<file path="src/rtl/ofm_write_arbiter.sv">
// ofm_write_arbiter: round-robin scheduler that shares the single OFM write
// port between NUM_LANES result streams; lane i's k-th result lands at row k,
// column i, and done pulses once every lane has written rows_cfg rows.
//
// Ports:
//   clk, rst        clock, asynchronous active-low reset
//   start, rows_cfg layer-pass start pulse and rows per lane (taken in IDLE)
//   req_valid/data  per-lane results, lane i at [i*DATA_W +: DATA_W]
//   req_ready       per-lane grant, one-hot or zero, combinational
//   address/wrData  registered OFM write address/data
//   wren            registered OFM write enable
//   busy, done      pass in progress / one-cycle completion pulse
//   wr_count        writes issued this pass (only with OFM_ARB_CNT_EN)
//
// Optional feature macro: OFM_ARB_CNT_EN adds the wr_count output.

module ofm_write_arbiter #(
  parameter int NUM_LANES = 4,
  parameter int DATA_W    = 8,
  parameter int ADDR_W    = 8,
  parameter int ROW_W     = 6
) (
  input  logic                        clk,
  input  logic                        rst,
  input  logic                        start,
  input  logic [ROW_W-1:0]            rows_cfg,
  input  logic [NUM_LANES-1:0]        req_valid,
  input  logic [NUM_LANES*DATA_W-1:0] req_data,
  output logic [NUM_LANES-1:0]        req_ready,
  output logic [ADDR_W-1:0]           address,
  output logic [DATA_W-1:0]           wrData,
  output logic                        wren,
  output logic                        busy,
  output logic                        done
`ifdef OFM_ARB_CNT_EN
  ,
  output logic [ADDR_W:0]             wr_count
`endif
);

  localparam int LW = $clog2(NUM_LANES);

  typedef enum logic [1:0] {
    S_IDLE,
    S_RUN,
    S_DONE
  } state_t;

  state_t           state;
  logic [ROW_W-1:0] rows_q;
  logic [ROW_W-1:0] row [NUM_LANES];
  logic [LW-1:0]    rr;

  logic [NUM_LANES-1:0] elig;
  logic                 hit;
  logic                 hs;
  logic                 last;
  logic [LW-1:0]        g;
  logic [LW-1:0]        idx;
  logic [ROW_W-1:0]     row_g;
  logic [ROW_W-1:0]     row_inc;
  logic [DATA_W-1:0]    sel;

  // A lane that has written all its rows is never eligible again.
  always_comb begin
    for (int i = 0; i < NUM_LANES; i++) begin
      elig[i] = req_valid[i] && (row[i] != rows_q);
    end
  end

  // First eligible lane at or after rr; the LW-bit sum wraps naturally.
  always_comb begin
    hit = 1'b0;
    g   = rr;
    idx = rr;
    for (int k = 0; k < NUM_LANES; k++) begin
      idx = rr + LW'(k);
      if (!hit && elig[idx]) begin
        hit = 1'b1;
        g   = idx;
      end
    end
  end

  assign hs = (state == S_RUN) && hit;

  always_comb begin
    for (int i = 0; i < NUM_LANES; i++) begin
      req_ready[i] = hs && (g == LW'(i));
    end
  end

  always_comb begin
    row_g = '0;
    sel   = '0;
    for (int i = 0; i < NUM_LANES; i++) begin
      if (g == LW'(i)) begin
        row_g = row[i];
        sel   = req_data[i*DATA_W +: DATA_W];
      end
    end
  end

  assign row_inc = row_g + ROW_W'(1);

  // Pass is complete when every lane sits at rows_q after this handshake.
  always_comb begin
    last = 1'b1;
    for (int i = 0; i < NUM_LANES; i++) begin
      if (g == LW'(i)) begin
        if (row_inc != rows_q) last = 1'b0;
      end else begin
        if (row[i] != rows_q) last = 1'b0;
      end
    end
  end

  always_ff @(posedge clk or negedge rst) begin
    if (!rst) begin
      state   <= S_IDLE;
      rows_q  <= '0;
      rr      <= '0;
      address <= '0;
      wrData  <= '0;
      wren    <= 1'b0;
      busy    <= 1'b0;
      done    <= 1'b0;
      for (int i = 0; i < NUM_LANES; i++) begin
        row[i] <= '0;
      end
    end else begin
      wren <= 1'b0;
      done <= 1'b0;
      unique case (state)
        S_IDLE: begin
          if (start) begin
            rows_q <= rows_cfg;
            rr     <= '0;
            for (int i = 0; i < NUM_LANES; i++) begin
              row[i] <= '0;
            end
            if (rows_cfg == '0) begin
              state <= S_DONE;
              done  <= 1'b1;
            end else begin
              state <= S_RUN;
              busy  <= 1'b1;
            end
          end
        end
        S_RUN: begin
          if (hs) begin
            address <= {row_g, g};
            wrData  <= sel;
            wren    <= 1'b1;
            row[g]  <= row_inc;
            rr      <= g + LW'(1);
            if (last) begin
              state <= S_DONE;
              busy  <= 1'b0;
              done  <= 1'b1;
            end
          end
        end
        S_DONE: begin
          state <= S_IDLE;
        end
        default: begin
          state <= S_IDLE;
          busy  <= 1'b0;
        end
      endcase
    end
  end

`ifdef OFM_ARB_CNT_EN
  always_ff @(posedge clk or negedge rst) begin
    if (!rst) begin
      wr_count <= '0;
    end else if (state == S_IDLE && start) begin
      wr_count <= '0;
    end else if (hs) begin
      wr_count <= wr_count + (ADDR_W+1)'(1);
    end
  end
`endif

  a_onehot: assert property (
    @(posedge clk) disable iff (!rst) $onehot0(req_ready));

  a_no_grant_idle: assert property (
    @(posedge clk) disable iff (!rst)
    (state != S_RUN) |-> (req_ready == '0));

  a_done_not_busy: assert property (
    @(posedge clk) disable iff (!rst) done |-> !busy);

endmodule

</file>
<file path="config.mk">
export PLATFORM = sky130hd
export DESIGN_NAME = ofm_write_arbiter
export DESIGN_NICKNAME = d
export VERILOG_FILES = /design/src/rtl/ofm_write_arbiter.sv
export SDC_FILE = /design/constraint.sdc
export NUM_CORES = 1
export LEC_CHECK = 0
export ABC_AREA = 1
export CAP_MARGIN = 20
export CORE_MARGIN = 2
export CORE_UTILIZATION = 58
export CTS_BUF_LIST = sky130_fd_sc_hd__clkbuf_4
export DETAILED_ROUTE_END_ITERATION = 8
export PLACE_DENSITY = 0.94
export SETUP_SLACK_MARGIN = 0.1
export SKIP_CTS_REPAIR_TIMING = 1
export SLEW_MARGIN = 5
export SYNTH_ARGS = -nofsm -noshare
export SYNTH_HDL_FRONTEND = slang
export SYNTH_SLANG_ARGS = --single-unit
export TNS_END_PERCENT = 5
</file>
<file path="constraint.sdc">
create_clock -name clk -period 7.2 [get_ports clk]
set_input_delay 1.8 -clock clk [delete_from_list [all_inputs] [get_ports clk]]
set_output_delay 1.8 -clock clk [all_outputs]
set_load 0.02 [all_outputs]
</file>
==> results.txt, run 1 <==
The flow ran to the end, and the final reports show no timing, DRC or antenna violations. The routed via count divided by cell count came out at 5.74. The worst path in the final design needs a cycle of 6.37 ns, including I/O delays and setup. Summed over all nets, wire length on met2 after detailed routing comes to 4.72 mm. The share of the synthesized area in the top cell type came out at 0.394.

The initial core utilization is 0.607. After routing, the total negative slack on setup checks comes to 0 ns. The total overflow left after global routing is 0.

The mean instance size in the synthesized netlist came out at 7.13 µm². Clock tree synthesis selected as its root buffer the cell sky130_fd_sc_hd__clkbuf_4. The number of global-route vias before repair came out at 3277. The critical path launch point type is an input port. The largest fanout on the critical path came out at 11. The post-synthesis sequential element count is 53. STA classifies the critical path endpoint as an output port. In this run the most critical hold path is launched from busy.

The proportion of register bits with asynchronous set or reset after synthesis is 1.00. TritonCTS built the clock tree. The final net count is 583. The total track usage came out at 0.305. The endpoint required time on the critical path came out at 5.40 ns. The die is 80.2 µm tall.

The count of synthesis-stage warnings from yosys is 0. After floorplanning, the core was divided into 27 placement rows. The detailed router finished its first iteration with 308 violations. After synthesis, the most frequently instantiated cells are sky130_fd_sc_hd__nand2_1 (161), sky130_fd_sc_hd__dfrtp_1 (53), sky130_fd_sc_hd__inv_1 (43).

The number of fillers in the final layout is 433. The detail-routed net length per standard cell came out at 15.7 µm. The maximum number of pins on one net before global-route repair came out at 54.

The delay of the slowest critical-path stage came out at 0.60 ns. sky130_fd_sc_hd__dfrtp_1 takes more of the synthesized area than any other cell. The detailed router put a total of 3.80 mm of wire on met1.

The maximum frequency from static timing analysis came out at 157 MHz. The ratio of cells with drive above 1 in the final layout is 0.0562. The count of buffer and inverter cells on the critical path came out at 5. The number of antenna violations at the first check in global routing came to 0. Before antenna repair, the detailed router went through 5 iterations. By area the synthesized netlist is led by sky130_fd_sc_hd__dfrtp_1 (39%), sky130_fd_sc_hd__nand2_1 (18%), sky130_fd_sc_hd__nand3_1 (6.1%). The clock arrives with 0.0162 ns of skew. The most used flip-flop cell after synthesis is sky130_fd_sc_hd__dfrtp_1. The signal on the critical path passes through clkdlybuf4s50_1 > nand3_1 > nand3_1 > nand2_2 > nand3_1 > nor2_1 > inv_1 > nand2_1 > nand2_1 > inv_2 > ha_1 > nand2_2 > inv_1 > clkdlybuf4s50_1. The clock-pin slew of the registers on the worst-case setup and hold paths is 0.14 ns. The count of final hold-check violations came to 0. The startpoint of the worst setup timing path is req_valid[3]. The post-synthesis cell count is 472. The leading cell type by number of instances after synthesis is sky130_fd_sc_hd__nand2_1.

The number of buffer cells added on primary ports is 67. The total routed wirelength came out at 9.53 mm. The number of max-slew violations in the final report is 0. Data arrives at the worst endpoint at 4.57 ns. At the pin with the least slew margin, the transition time is 0.682 ns. The clock network latency to the later pin of the worst-skew pair came out at 0.38 ns. The synthesized net count is 522.

The worst pin sits at a relative slew slack of 0.545. The clock drives 53 sinks. The total setup violations reported at the end of the flow came out at 0.

Routed signal wires occupy layers up through met4. The via total after detailed routing is 3477. On the critical path, the stage with the largest delay is an instance of sky130_fd_sc_hd__clkdlybuf4s50_1. The mapped netlist covers 0.00336 mm².

The residual antenna-violating net count after detailed routing is 0. In this design, the largest share of critical-path delay is due to buffers and inverters. Yosys mapped a number of flops with a built-in enable equal to 0.

The count of boundary I/O pins came out at 68. The routed design uses 765 µm of met3 wire. The clock passes through at most 2 buffers. The congestion estimate from routability-driven global placement came to 0.954. The depth of the CTS H-tree came out at 2. The count of inserted antenna diode cells is 0. The type of the worst setup path is in2out.

Setup repair after global routing left no endpoint under its margin. The first global-routing pass estimated 15.1 mm of wire. The max-capacitance violation count came out at 0. The full die area came out at 0.00643 mm². The most numerous cell on the critical path is sky130_fd_sc_hd__nand3_1. The final HPWL from detailed placement is 7.32 mm. The number of buffers inserted during clock tree synthesis is 5. The die width came out at 80.2 µm. In the routed design, unresolved DRC markers number 0. Yosys mapped the design onto 31 distinct sky130hd cell types. The fraction of the yosys area taken by sequential cells came out at 0.394. The area overhead of the layout relative to synthesis is 21.9%. The launch point of the worst reg-to-reg path is rows_q[4]. The path class of the tightest hold or removal check is reg2reg.

The core area came out at 0.00554 mm². The post-route clock period utilization is 0.885.
[tightest hold or removal path, delay by kind of cell, from the launching register on]
kind             cells  cell delay [ns]
and+or+nand+nor      2             0.10
DFF                  1             0.37
[cell type report]
| type | instances | area, µm² | area share |
|---|---|---|---|
| clock buffers | 5 | 37.5 | 0.00915 |
| clock inverters | 3 | 12.5 | 0.00305 |
| inverters | 47 | 176 | 0.0430 |
| multi-input cells | 356 | 1770 | 0.431 |
| flip-flops and latches | 53 | 1330 | 0.323 |
| well taps | 72 | 90.1 | 0.0220 |
| repair buffers | 70 | 688 | 0.168 |
[routing by layer]
layer | up-vias | track usage
li1 | 1652 | -
met1 | 1622 | 0.382
met2 | 171 | 0.516
met3 | 32 | 0.0584
met4 | 0 | 0.125
met5 | - | 0
[per-stage QoR]
stage          setup slack [ns]  utilization  std cells  cell area, µm²  hold slack [ns]
2_1_floorplan              1.94            -        472            3360            0.480
3_3_place_gp               1.03        0.731        598            4050            0.464
3_5_place_dp              0.910        0.731        598            4050            0.464
4_1_cts                   0.880        0.740        606            4100            0.501
5_1_grt                   0.556        0.740        606            4100            0.510
6_report                  0.827        0.740        606            4100            0.494
[flip-flops by register name (all words and copies together), names as in the netlist]
signal   count
row         24
address      8
wrData       8
rows_q       6
rr           2
state        2
busy         1
done         1
wren         1
[cell families (layout without fill, tap and decap cells)]
logic type | Yosys count | in the layout | synth area share
adders and majority gates | 5 | 5 | 0.0186
buffers and inverters | 63 | 125 | 0.0800
AOI/OAI and AO/OA | 82 | 82 | 0.152
DFF | 53 | 53 | 0.394
and+or+nand+nor | 256 | 256 | 0.321
xor gates and xnor gates | 13 | 13 | 0.0338
[layout by cell type, fill, tap and decap left out, drive strengths merged, types with 2 or more instances in the layout]
master / count
clkinv: 3
clkbuf: 5
ha: 5
a21oi: 19
xor2: 12
o221ai: 9
inv: 47
dfrtp: 53
nand4: 4
o21ai: 49
nor3: 3
nand3: 42
or2: 4
nand2: 170
o22ai: 2
nor2: 33
buf: 4
clkdlybuf4s50: 66
[path summary, 6_finish.rpt]
| path | end | slack (ns) | cells past startpoint |
|---|---|---|---|
| setup / recovery | req_ready[2] | 0.83 | 14 |
| hold / removal | busy | 0.49 | 2 |
| setup reg to reg | busy | 2.13 | 37 |
| hold reg to reg | busy | 0.49 | 2 |
| max in group asynchronous | row[2] | 5.22 | 2 |
| min in group asynchronous | rows_q[2] | 1.51 | 2 |
Power of run 1 is not shown: default switching activity piles up to over one toggle a cycle in this logic, so the estimate is an artifact.
==> run 2: changes to the inputs <==
--- a/config.mk
+++ b/config.mk
@@ -9,7 +9,7 @@
 export CAP_MARGIN = 20
 export CORE_MARGIN = 2
 export CORE_UTILIZATION = 58
-export CTS_BUF_LIST = sky130_fd_sc_hd__clkbuf_4
+export CTS_BUF_LIST = sky130_fd_sc_hd__clkbuf_2
 export DETAILED_ROUTE_END_ITERATION = 8
 export PLACE_DENSITY = 0.94
 export SETUP_SLACK_MARGIN = 0.1
==> results.txt, run 2 (synthesis results as in run 1) <==
Highest-count cells in the layout ignoring fill and taps: sky130_fd_sc_hd__nand2_1 (161), sky130_fd_sc_hd__clkdlybuf4s50_1 (66), sky130_fd_sc_hd__dfrtp_1 (53), sky130_fd_sc_hd__inv_1 (43), sky130_fd_sc_hd__nand3_1 (41) (unchanged). The final RePlAce weighted congestion came out at 0.954 (unchanged). The commonest non-fill, non-tap cell in the layout is sky130_fd_sc_hd__nand2_1 (unchanged). The path class of the lowest-slack min-delay path is reg2reg (unchanged). The number of buffer cells added on primary ports came to 67 (unchanged). The depth of the CTS H-tree came out at 2 (unchanged). The via total after detailed routing is 3485 (was 3477). The endpoint class of the critical path is an output port (unchanged).

The number of global-route vias before repair is 3274 (was 3277). The count of final hold-check violations came out at 0 (unchanged). The delay of the slowest critical-path stage came out at 0.60 ns (about the same). The largest fanout on the critical path came out at 11 (unchanged).

Result of the run: finished clean (unchanged). The routed via count divided by cell count is 5.75 (was 5.74). The number of buffers inserted during clock tree synthesis is 5 (unchanged). The floorplan die height is 80.2 µm (unchanged). The maximum buffer depth of the clock tree came out at 2 (unchanged). The relative slew slack is 0.549 (was 0.545). The global-route wire length before repair is 15.1 mm (about the same). The post-route clock period utilization came to 0.885 (about the same). The initial core utilization came out at 0.607 (unchanged). The number of flip-flops in the largest register came out at 24 (unchanged). The number of antenna violations at the first check in global routing came out at 0 (unchanged). The critical path launch point type was an input port (unchanged). The max-capacitance violation count was 0 (unchanged).

The TritonCTS clock tree is built (unchanged). The pin slew with the least headroom to its limit is 0.676 ns (was 0.682 ns). The core area was 0.00554 mm² (unchanged).

The count of standard-cell rows is 27 (unchanged). The final HPWL from detailed placement is 7.32 mm (unchanged). The count of boundary I/O pins is 68 (unchanged). The final worst clock skew is 0.00707 ns (was 0.0162 ns). The clock-pin slew of the registers on the worst-case setup and hold paths is 0.25 ns (was 0.14 ns).

The final net count is 583 (unchanged). The type of the worst setup path is in2out (unchanged). The endpoint required time on the critical path is 5.40 ns (about the same). The maximum frequency from static timing analysis is 157 MHz (about the same). The area overhead of the layout relative to synthesis came to 21.5% (was 21.9%). The count of buffer and inverter cells on the critical path is 5 (unchanged). The total routed wirelength came out at 9.52 mm (was 9.53 mm). The root buffer cell was sky130_fd_sc_hd__clkbuf_2 (was sky130_fd_sc_hd__clkbuf_4). The number of DRC violations after detailed-routing iteration 0 came out at 318 (was 308). The critical path's top delay family is buffers and inverters (unchanged). The master of the slowest instance on the critical path was sky130_fd_sc_hd__clkdlybuf4s50_1 (unchanged).

The count of inserted antenna diode cells is 0 (unchanged). The setup TNS came to 0 ns (unchanged). The cell area after layout came out at 0.00409 mm² (was 0.00410 mm²). The cell area after placement came to 0.00405 mm² (unchanged). Registers with the most flip-flops: row: 24 flops, address: 8 flops, wrData: 8 flops (unchanged). The residual antenna-violating net count after detailed routing is 0 (unchanged). The count of unresolved DRC violations after routing came to 0 (unchanged).

The total setup violations reported at the end of the flow came to 0 (unchanged). The register name with the most flops was row (unchanged). The most numerous cell on the critical path was sky130_fd_sc_hd__nand3_1 (unchanged). Critical path, cell by cell: clkdlybuf4s50_1 > nand3_1 > nand3_1 > nand2_2 > nand3_1 > nor2_1 > inv_1 > nand2_1 > nand2_1 > inv_2 > ha_1 > nand2_2 > inv_1 > clkdlybuf4s50_1 (unchanged). The full die area is 0.00643 mm² (unchanged). The maximum number of pins on one net before global-route repair is 54 (unchanged). The total track usage is 0.304 (was 0.305). The count of TritonRoute iterations in the first routing pass came to 6 (was 5). The detail-routed net length per standard cell is 15.7 µm (about the same).

The clock network latency to the later pin of the worst-skew pair is 0.44 ns (was 0.38 ns). The number of max-slew violations in the final report is 0 (unchanged). The minimum period implied by the final worst setup slack is 6.37 ns (about the same). The die width came out at 80.2 µm (unchanged).

The worst path arrival time came out at 4.57 ns (about the same). The number of clock sinks came out at 53 (unchanged). Setup repair after global routing missed its margin: false (unchanged). The ratio of cells with drive above 1 in the final layout came out at 0.0562 (unchanged).

The remaining global-route overflow is 0 (unchanged).
-- run 2: cell counts in the layout (fill, tap and decap cells not counted) --
Identical to the previous run, type by type.
-- run 2: worst paths after layout --
path                              start            to  slack (ns)  depth (start not counted)
max                        req_valid[3]  req_ready[2]        0.83                         14
max in group asynchronous           rst        row[2]        5.34                          2
min in group asynchronous           rst       row[23]        1.42                          2
min                          address[1]    address[1]        0.52                          2
min reg2reg                  address[1]    address[1]        0.52                          2
max reg2reg                   rows_q[4]          busy        2.13                         33
-- run 2: layout make-up --
class | instances | area (µm²)
inverters | 47 | 176
clock inverters | 3 | 12.5
clock buffers | 5 | 25.0
flip-flops and latches | 53 | 1330
repair buffers | 70 | 688
multi-input cells | 356 | 1770
well taps | 72 | 90.1
fillers | 439 | 1450
-- run 2: per-layer routing --
layer	GRT usage	vias to the layer above	routed length, µm
li1	-	1657	-
met1	0.384	1610	3740
met2	0.517	183	4720
met3	0.0517	35	772
met4	0.120	0	282
met5	0	-	0
-- run 2: tightest hold or removal path, stage by stage (launching register included) --
cell and delay [ns]:
sky130_fd_sc_hd__dfrtp_1 0.41, sky130_fd_sc_hd__nand2_1 0.05, sky130_fd_sc_hd__nand2_1 0.05
-- run 2: metrics by stage --
stage | setup WS (ns) | util | hold slack (ns) | cells
final | 0.827 | 0.738 | 0.518 | 606
after global routing | 0.556 | 0.738 | 0.531 | 606
after CTS | 0.880 | 0.738 | 0.520 | 606
after detailed placement | 0.910 | 0.731 | 0.464 | 598
after global placement | 1.03 | 0.731 | 0.464 | 598
after floorplan | 1.94 | - | 0.480 | 472
Power of run 2 is left out for the same reason.
